$ cat src/rtl/up_sampler_pkg.sv
//------------------------------------------------------------------------------
// up_sampler_pkg : shared types and constants for the 2x pixel up-sampler
// Rev 1.0
//------------------------------------------------------------------------------
`default_nettype none

package up_sampler_pkg;

    localparam int DATA_W        = 8;
    localparam int IN_WIDTH_DEF  = 400;
    localparam int IN_HEIGHT_DEF = 300;

    // Counter width for a range of n values, never narrower than one bit.
    function automatic int cnt_w(input int n);
        return (n > 1) ? $clog2(n) : 1;
    endfunction

    localparam int COL_W_DEF = cnt_w(IN_WIDTH_DEF);
    localparam int ROW_W_DEF = cnt_w(IN_HEIGHT_DEF);

    typedef enum logic [2:0] {
        S_IDLE   = 3'd0,
        S_READ   = 3'd1,
        S_EMIT0  = 3'd2,
        S_EMIT1  = 3'd3,
        S_RPT_RD = 3'd4,
        S_RPT0   = 3'd5,
        S_RPT1   = 3'd6
    } state_e;

endpackage

`default_nettype wire

$ cat src/rtl/up_sampler_if.sv
//------------------------------------------------------------------------------
// up_sampler_if : upstream FIFO read port plus downstream ready/valid stream
// Rev 1.0
//------------------------------------------------------------------------------
`default_nettype none

interface up_sampler_if;
    import up_sampler_pkg::*;

    logic              empty;
    logic              valid;
    logic [DATA_W-1:0] din;
    logic              rd_en;
    logic [DATA_W-1:0] dout;
    logic              valid_out;
    logic              ready;
    logic              line_end;
    logic              frame_end;

    modport master (
        input  empty, valid, din, ready,
        output rd_en, dout, valid_out, line_end, frame_end
    );

    modport slave (
        output empty, valid, din, ready,
        input  rd_en, dout, valid_out, line_end, frame_end
    );

endinterface

`default_nettype wire

$ cat src/rtl/up_line_buffer.sv
//------------------------------------------------------------------------------
// up_line_buffer : single-port row store, synchronous read with 1-cycle latency
// Rev 1.0
//------------------------------------------------------------------------------
`default_nettype none

module up_line_buffer
    import up_sampler_pkg::*;
#(
    parameter int DEPTH  = IN_WIDTH_DEF,
    parameter int ADDR_W = cnt_w(DEPTH)
) (
    input  logic              clk,
    input  logic              we_i,
    input  logic              re_i,
    input  logic [ADDR_W-1:0] addr_i,
    input  logic [DATA_W-1:0] wdata_i,
    output logic [DATA_W-1:0] rdata_o
);

    logic [DATA_W-1:0] mem_q [DEPTH];
    logic [DATA_W-1:0] rdata_q;

    // Read data register only changes on a read, so it holds through stalls.
    always_ff @(posedge clk) begin
        if (we_i) begin
            mem_q[addr_i] <= wdata_i;
        end else if (re_i) begin
            rdata_q <= mem_q[addr_i];
        end
    end

    assign rdata_o = rdata_q;

endmodule

`default_nettype wire

$ cat src/rtl/up_sampler.sv
//------------------------------------------------------------------------------
// up_sampler : 2x pixel-replicating up-sampler; UP_SAMPLER_FRAME_CNT_EN adds frame_cnt_o
// Rev 1.0
//------------------------------------------------------------------------------
`default_nettype none

module up_sampler
    import up_sampler_pkg::*;
#(
    parameter int IN_WIDTH  = IN_WIDTH_DEF,
    parameter int IN_HEIGHT = IN_HEIGHT_DEF
) (
    input  logic         clk,
    input  logic         rst_n,
    up_sampler_if.master bus,
    output logic         err_o
`ifdef UP_SAMPLER_FRAME_CNT_EN
    ,
    output logic [15:0]  frame_cnt_o
`endif
);

    localparam int COL_W = cnt_w(IN_WIDTH);
    localparam int ROW_W = cnt_w(IN_HEIGHT);
    localparam logic [COL_W-1:0] COL_LAST = COL_W'(IN_WIDTH - 1);
    localparam logic [ROW_W-1:0] ROW_LAST = ROW_W'(IN_HEIGHT - 1);

    state_e            state_q;
    logic [COL_W-1:0]  col_q, col_d;
    logic [ROW_W-1:0]  row_q, row_d;
    logic              pend_q;
    logic              rd_en_q;
    logic              valid_out_q;
    logic              line_end_q;
    logic              frame_end_q;
    logic              rpt_sel_q;
    logic              err_q;
    logic [DATA_W-1:0] hold_q;
    logic [DATA_W-1:0] w_rb_rdata;
    logic              w_accept;
    logic              w_col_last;
    logic              w_row_last;
    logic              w_rb_we;
    logic              w_rb_re;

    assign w_accept   = valid_out_q & bus.ready;
    assign w_col_last = (col_q == COL_LAST);
    assign w_row_last = (row_q == ROW_LAST);
    assign col_d      = w_col_last ? '0 : col_q + 1'b1;
    assign row_d      = w_row_last ? '0 : row_q + 1'b1;
    assign w_rb_we    = (state_q == S_READ) & pend_q & bus.valid;
    assign w_rb_re    = (state_q == S_RPT_RD);

    up_line_buffer #(
        .DEPTH  (IN_WIDTH),
        .ADDR_W (COL_W)
    ) u_line_buffer (
        .clk     (clk),
        .we_i    (w_rb_we),
        .re_i    (w_rb_re),
        .addr_i  (col_q),
        .wdata_i (bus.din),
        .rdata_o (w_rb_rdata)
    );

    always_ff @(posedge clk or negedge rst_n) begin
        if (!rst_n) begin
            state_q     <= S_IDLE;
            col_q       <= '0;
            row_q       <= '0;
            pend_q      <= 1'b0;
            rd_en_q     <= 1'b0;
            valid_out_q <= 1'b0;
            line_end_q  <= 1'b0;
            frame_end_q <= 1'b0;
            rpt_sel_q   <= 1'b0;
            err_q       <= 1'b0;
            hold_q      <= '0;
        end else begin
            rd_en_q <= 1'b0;
            if (bus.valid && !pend_q) begin
                err_q <= 1'b1;
            end
            case (state_q)
                S_IDLE: begin
                    if (!bus.empty) begin
                        rd_en_q <= 1'b1;
                        pend_q  <= 1'b1;
                        state_q <= S_READ;
                    end
                end
                S_READ: begin
                    if (pend_q) begin
                        if (bus.valid) begin
                            hold_q      <= bus.din;
                            pend_q      <= 1'b0;
                            rpt_sel_q   <= 1'b0;
                            valid_out_q <= 1'b1;
                            state_q     <= S_EMIT0;
                        end
                    end else if (!bus.empty) begin
                        rd_en_q <= 1'b1;
                        pend_q  <= 1'b1;
                    end
                end
                S_EMIT0: begin
                    if (w_accept) begin
                        line_end_q <= w_col_last;
                        state_q    <= S_EMIT1;
                    end
                end
                S_EMIT1: begin
                    if (w_accept) begin
                        valid_out_q <= 1'b0;
                        line_end_q  <= 1'b0;
                        col_q       <= col_d;
                        if (w_col_last) begin
                            state_q <= S_RPT_RD;
                        end else begin
                            state_q <= S_READ;
                            // Request the next pixel on the accept edge to keep 4 cycles/pixel.
                            if (!bus.empty) begin
                                rd_en_q <= 1'b1;
                                pend_q  <= 1'b1;
                            end
                        end
                    end
                end
                S_RPT_RD: begin
                    rpt_sel_q   <= 1'b1;
                    valid_out_q <= 1'b1;
                    state_q     <= S_RPT0;
                end
                S_RPT0: begin
                    if (w_accept) begin
                        line_end_q  <= w_col_last;
                        frame_end_q <= w_col_last & w_row_last;
                        state_q     <= S_RPT1;
                    end
                end
                S_RPT1: begin
                    if (w_accept) begin
                        valid_out_q <= 1'b0;
                        line_end_q  <= 1'b0;
                        frame_end_q <= 1'b0;
                        col_q       <= col_d;
                        if (w_col_last) begin
                            row_q   <= row_d;
                            state_q <= S_IDLE;
                        end else begin
                            state_q <= S_RPT_RD;
                        end
                    end
                end
                default: state_q <= S_IDLE;
            endcase
        end
    end

    assign bus.rd_en     = rd_en_q;
    assign bus.dout      = rpt_sel_q ? w_rb_rdata : hold_q;
    assign bus.valid_out = valid_out_q;
    assign bus.line_end  = line_end_q;
    assign bus.frame_end = frame_end_q;
    assign err_o         = err_q;

`ifdef UP_SAMPLER_FRAME_CNT_EN
    logic [15:0] frame_cnt_q;

    always_ff @(posedge clk or negedge rst_n) begin
        if (!rst_n) begin
            frame_cnt_q <= '0;
        end else if (w_accept && frame_end_q) begin
            frame_cnt_q <= frame_cnt_q + 16'd1;
        end
    end

    assign frame_cnt_o = frame_cnt_q;
`endif

endmodule

`default_nettype wire

$ cat src/flat_wrapper.sv
// flat-port wrapper written by rule: the top's interface ports become plain ports
module up_sampler_flat import up_sampler_pkg::*;
#(
    parameter int IN_WIDTH  = IN_WIDTH_DEF,
    parameter int IN_HEIGHT = IN_HEIGHT_DEF
)
  (clk, rst_n, err_o, bus_empty, bus_valid, bus_din, bus_ready, bus_rd_en, bus_dout, bus_valid_out, bus_line_end, bus_frame_end);
  up_sampler_if bus_i ();
  input  logic clk;
  input  logic rst_n;
  output logic err_o;
  input wire logic [$bits(bus_i.empty)-1:0] bus_empty;
  input wire logic [$bits(bus_i.valid)-1:0] bus_valid;
  input wire logic [$bits(bus_i.din)-1:0] bus_din;
  input wire logic [$bits(bus_i.ready)-1:0] bus_ready;
  output wire logic [$bits(bus_i.rd_en)-1:0] bus_rd_en;
  output wire logic [$bits(bus_i.dout)-1:0] bus_dout;
  output wire logic [$bits(bus_i.valid_out)-1:0] bus_valid_out;
  output wire logic [$bits(bus_i.line_end)-1:0] bus_line_end;
  output wire logic [$bits(bus_i.frame_end)-1:0] bus_frame_end;
  assign bus_i.empty = bus_empty;
  assign bus_i.valid = bus_valid;
  assign bus_i.din = bus_din;
  assign bus_i.ready = bus_ready;
  assign bus_rd_en = bus_i.rd_en;
  assign bus_dout = bus_i.dout;
  assign bus_valid_out = bus_i.valid_out;
  assign bus_line_end = bus_i.line_end;
  assign bus_frame_end = bus_i.frame_end;
  up_sampler #(.IN_WIDTH(IN_WIDTH), .IN_HEIGHT(IN_HEIGHT)) u_core (.clk(clk), .rst_n(rst_n), .bus(bus_i), .err_o(err_o));
endmodule
$ cat config.mk
export PLATFORM = sky130hd
export DESIGN_NAME = up_sampler_flat
export DESIGN_NICKNAME = d
export VERILOG_FILES = /design/src/rtl/up_sampler_pkg.sv /design/src/rtl/up_sampler_if.sv /design/src/rtl/up_line_buffer.sv /design/src/rtl/up_sampler.sv /design/src/flat_wrapper.sv
export SDC_FILE = /design/constraint.sdc
export NUM_CORES = 2
export LEC_CHECK = 0
export ABC_CLOCK_PERIOD_IN_PS = 3800
export CAP_MARGIN = 15
export CORE_AREA = 2 2 533 535
export DETAILED_ROUTE_END_ITERATION = 10
export DIE_AREA = 0 0 535 537
export SLEW_MARGIN = 30
export SYNTH_ARGS = -nofsm -noshare
export SYNTH_HDL_FRONTEND = slang
export SYNTH_HIERARCHICAL = 1
export SYNTH_SLANG_ARGS = --single-unit
$ cat constraint.sdc
create_clock -name clk -period 3.8 [get_ports clk]
set_input_delay 0.57 -clock clk [delete_from_list [all_inputs] [get_ports clk]]
set_output_delay 0.57 -clock clk [all_outputs]
set_load 0.05 [all_outputs]
==> results.py <==
metrics = {
    "drt": {
        "drtIter0Drc": 8614,
        "wl_um": 353000,
        "firstDrtPassIters": 6,
        "wl_per_cell_um": 31.9,
        "dr_total_vias": 67000,
        "route.detailed.drc": 0,
        "via_per_inst": 6.05,
        "drtAntennaViolNets": 0,
    },
    "yosys": {
        "synth_fp_nets": 6124,
        "syn_avg_cell_area_sq_um": 20.6,
        "ys.warnings.count": 6,
        "synthCells": 6109,
        "ys_ff_latch": 3244,
        "seq_area_frac_synth_pct": 77.1,
        "synthFlopType": "edfxtp_1",
        "syn_area_sq_um": 126000,
        "synthArstFlopShare_pct": 1.11,
        "yosysUniqueCellTypes": 76,
        "synth_edf_count": 3208,
    },
    "timing": {
        "setup_viol_count_final": 1,
        "period_minus_slack_ns": 3.82,
        "period_share_pct": 101,
        "clock_skew_ns": 0.0415,
        "holdWs_ns": 0.0643,
        "tns_ns": -0.0190,
        "tightest_slew_ns": 1.07,
        "slew_violations": 0,
        "hold_viol_final": 0,
        "fmax_ghz": 0.262,
        "rsz0062_at_grt": "true",
        "finalWorstSetupSlack_ns": -0.0190,
        "slew_headroom_pct": 28.4,
    },
    "clocking": {
        "clkTransAtPathRegs_ns": 0.06,
        "htreeDepth": 5,
        "clock_sinks": 3244,
        "cts-root-buf": "clkbuf_16",
        "cts_tree": "built",
        "max-clock-path-buffers": 4,
        "clk_latency_ns": 0.89,
        "numCtsBuffers": 333,
    },
    "critical_path": {
        "reg2reg_slack_ns": -0.02,
        "worstPathRequired_ns": 4.42,
        "crit_type": "reg2reg",
        "worstReg2RegStart": "u_core/col_q[0]",
        "crit_path_top_delay_cell": "mux4_2",
        "path_cells": "buf_12 > buf_16 > buf_16 > mux4_2 > mux4_2 > a22oi_2 > nand4_1 > buf_4 > or4_1",
        "crit_arrival_ns": 4.44,
        "endpoint_kind": "flop",
        "r2r_end": "u_core/u_line_buffer/rdata_o[4]",
        "slowest_delay_ns": 0.56,
        "critPathLaunch": "u_core/col_q[0]",
        "crit_fanout": 7,
        "reg2reg_depth": 9,
        "worstSetupStartpointType": "flop",
    },
    "pwr": {
        "clock_power_share_pct": 32.8,
        "power.internal_mw": 68.8,
        "pwr-share-comb_pct": 26.0,
        "total_power_mw": 96.3,
        "p_leak_nw": 47.6,
        "seqPwrFrac_pct": 41.1,
        "ir_drop_v": 0.000381,
        "powerDensity_nw_per_um2": 647,
        "swShare_pct": 28.6,
        "power.switching_mw": 27.5,
    },
    "finish": {
        "drive_gt1_share_pct": 30.9,
        "final_common_cell": "edfxtp_1",
        "fillers": 21700,
        "area_growth_syn_to_layout_pct": 18.1,
        "nets": 7077,
        "layout_common_cells": "edfxtp_1, buf_4, mux4_2, nor2_1, clkbuf_16",
        "design_area_sq_um": 149000,
    },
    "place": {
        "hpwl_um": 228000,
        "postPlaceCellArea_sq_um": 137000,
        "io_buffers": 25,
        "gp_congestion": 0.872,
    },
    "die": {
        "start_util_pct": 44.8,
        "die_y_um": 537,
        "die_area_sq_um": 287000,
        "coreArea_sq_um": 281000,
        "die_w_um": 535,
        "ioPinCount": 26,
        "rows": 195,
    },
    "global_route": {
        "grt-ovfl-total": 0,
        "first_global_vias": 66100,
        "grt_max_degree": 128,
        "grt_usage_pct": 24.3,
        "grt_pass1_wl_um": 499000,
        "antenna_found_initial": 15,
    },
    "hold_path": {
        "hold_end": "u_core/u_line_buffer/mem_q[31][5]",
        "hold_path_startpoint": "bus_din[5]",
        "holdCritPathClass": "in2reg",
        "hold_depth": 1,
    },
    "outcome": {
        "outcome": "finished, violations left",
        "violations": "setup timing",
    },
    "run": {
        "drv_cap": 0,
    },
}
==> kinds of logic (layout without fill, tap and decap cells) <==
kind of cell	after synthesis	count (layout)	synth area share, %
other	0	1	0
flip-flops	3244	3244	77.1
buffers and inverters	386	1600	1.51
adder cells (fa/ha/maj)	2	2	0.0198
XOR/XNOR	6	6	0.0417
multiplexers	1046	1046	15.2
AO/OA/AOI/OAI	534	534	2.94
AND/OR/NAND/NOR	891	891	3.15
==> flip-flops by register name (all words and copies together) (netlist names) <==
signal                        count
u_core/u_line_buffer/mem_q     3200
u_core/col_q                      9
u_core/row_q                      9
u_core/hold_q                     8
u_core/u_line_buffer/rdata_o      8
u_core/state_q                    3
u_core/bus.frame_end              1
u_core/bus.line_end               1
u_core/bus.rd_en                  1
u_core/bus.valid_out              1
u_core/err_o                      1
u_core/pend_q                     1
u_core/rpt_sel_q                  1
==> per-layer routing <==
layer / vias to the layer above / wire, um / global-route usage (%)
met5: - / 0 / 0
met4: 0 / 10300 / 6.66
li1: 27300 / - / -
met3: 555 / 32200 / 4.33
met1: 35800 / 144000 / 35.1
met2: 3231 / 167000 / 38.4
==> power groups by stage <==
stage	logic, mW	clock network (mW)	registers (mW)
floorplan	14.2	0	40.4
global placement	23.6	0	40.4
detailed placement	23.6	0	40.4
CTS	24.4	32.1	39.6
global route	26.1	33.5	39.6
finish	25.0	31.6	39.6
==> critical path, delay by kind of cell, from the launching register on <==
kind	cells	cell delay, ns
AOI/OAI and AO/OA	1	0.31
and+or+nand+nor	2	0.81
DFF	1	0.51
muxes	2	1.07
buffers and inverters	4	0.82
==> synthesized netlist by cell type, drive strengths merged (6+ instances only) <==
master   instances  area, sq um
dfrtp           36          901
mux2            51          574
buf            211         1250
nor4            10         62.6
o211ai          18          135
or4             10         75.1
o21ai           54          270
inv              9         33.8
o221ai          12          105
a2111oi         11         97.6
nand4           38          238
o22ai           59          369
a21oi           91          455
a22o            22          193
o2111ai          6         52.6
mux2i          302         3020
clkbuf         164          617
a31oi           17          106
a32oi            6         52.6
a22oi          165         1240
nor3b            6         45.0
nor2b           19          119
nand2          147          552
nand3          100          500
mux4           693        15600
and2            16          100
and3             6         38.8
nor2           462         1730
a221oi          36          315
nand2b          14         87.6
a211oi           9         67.6
edfxtp        3208        96300
nor3            34          170
==> area by class of cell <==
cell class | instances | area, sq um | share of cell area, %
clock buffer | 414 | 8750 | 5.88
tap | 3743 | 4680 | 3.14
clock inverter | 182 | 1660 | 1.11
sequential | 3244 | 97200 | 65.3
inverter | 11 | 42.5 | 0.0286
multi-input combinational | 2479 | 27500 | 18.4
antenna | 1 | 2.50 | 0.00168
timing repair buffer | 993 | 9110 | 6.12
==> repair_timing <==
action                                  in CTS  in global routing
endpoints found under the setup margin       8                  8
hold endpoints to repair                    36                  0
resized for setup                           46                 31
hold buffers                                 1                  0
setup buffers                               16                 45
gates cloned                                 5                  5
pin swaps                                    9                  9
==> worst max-delay path by stage <==
stage | end | slack [ns]
after floorplan | u_core/u_line_buffer/mem_q[128][0] | 0.53
after global placement | u_core/u_line_buffer/rdata_o[7] | -0.77
after detailed placement | u_core/u_line_buffer/rdata_o[4] | -0.33
after CTS | u_core/u_line_buffer/rdata_o[4] | -0.03
after global routing | u_core/u_line_buffer/rdata_o[4] | -0.08
final | u_core/u_line_buffer/rdata_o[4] | -0.02
==> through the flow <==
step           setup slack [ns]  utilization [%]  std cells
6_report                -0.0190             52.9      11100
3_5_place_dp             -0.329             48.8      10400
5_1_grt                 -0.0781             52.9      11100
2_1_floorplan             0.529                -       6109
4_1_cts                 -0.0326             52.7      11000
3_3_place_gp             -0.767             48.8      10400
Note: power is estimated with default switching activity, not from simulation.
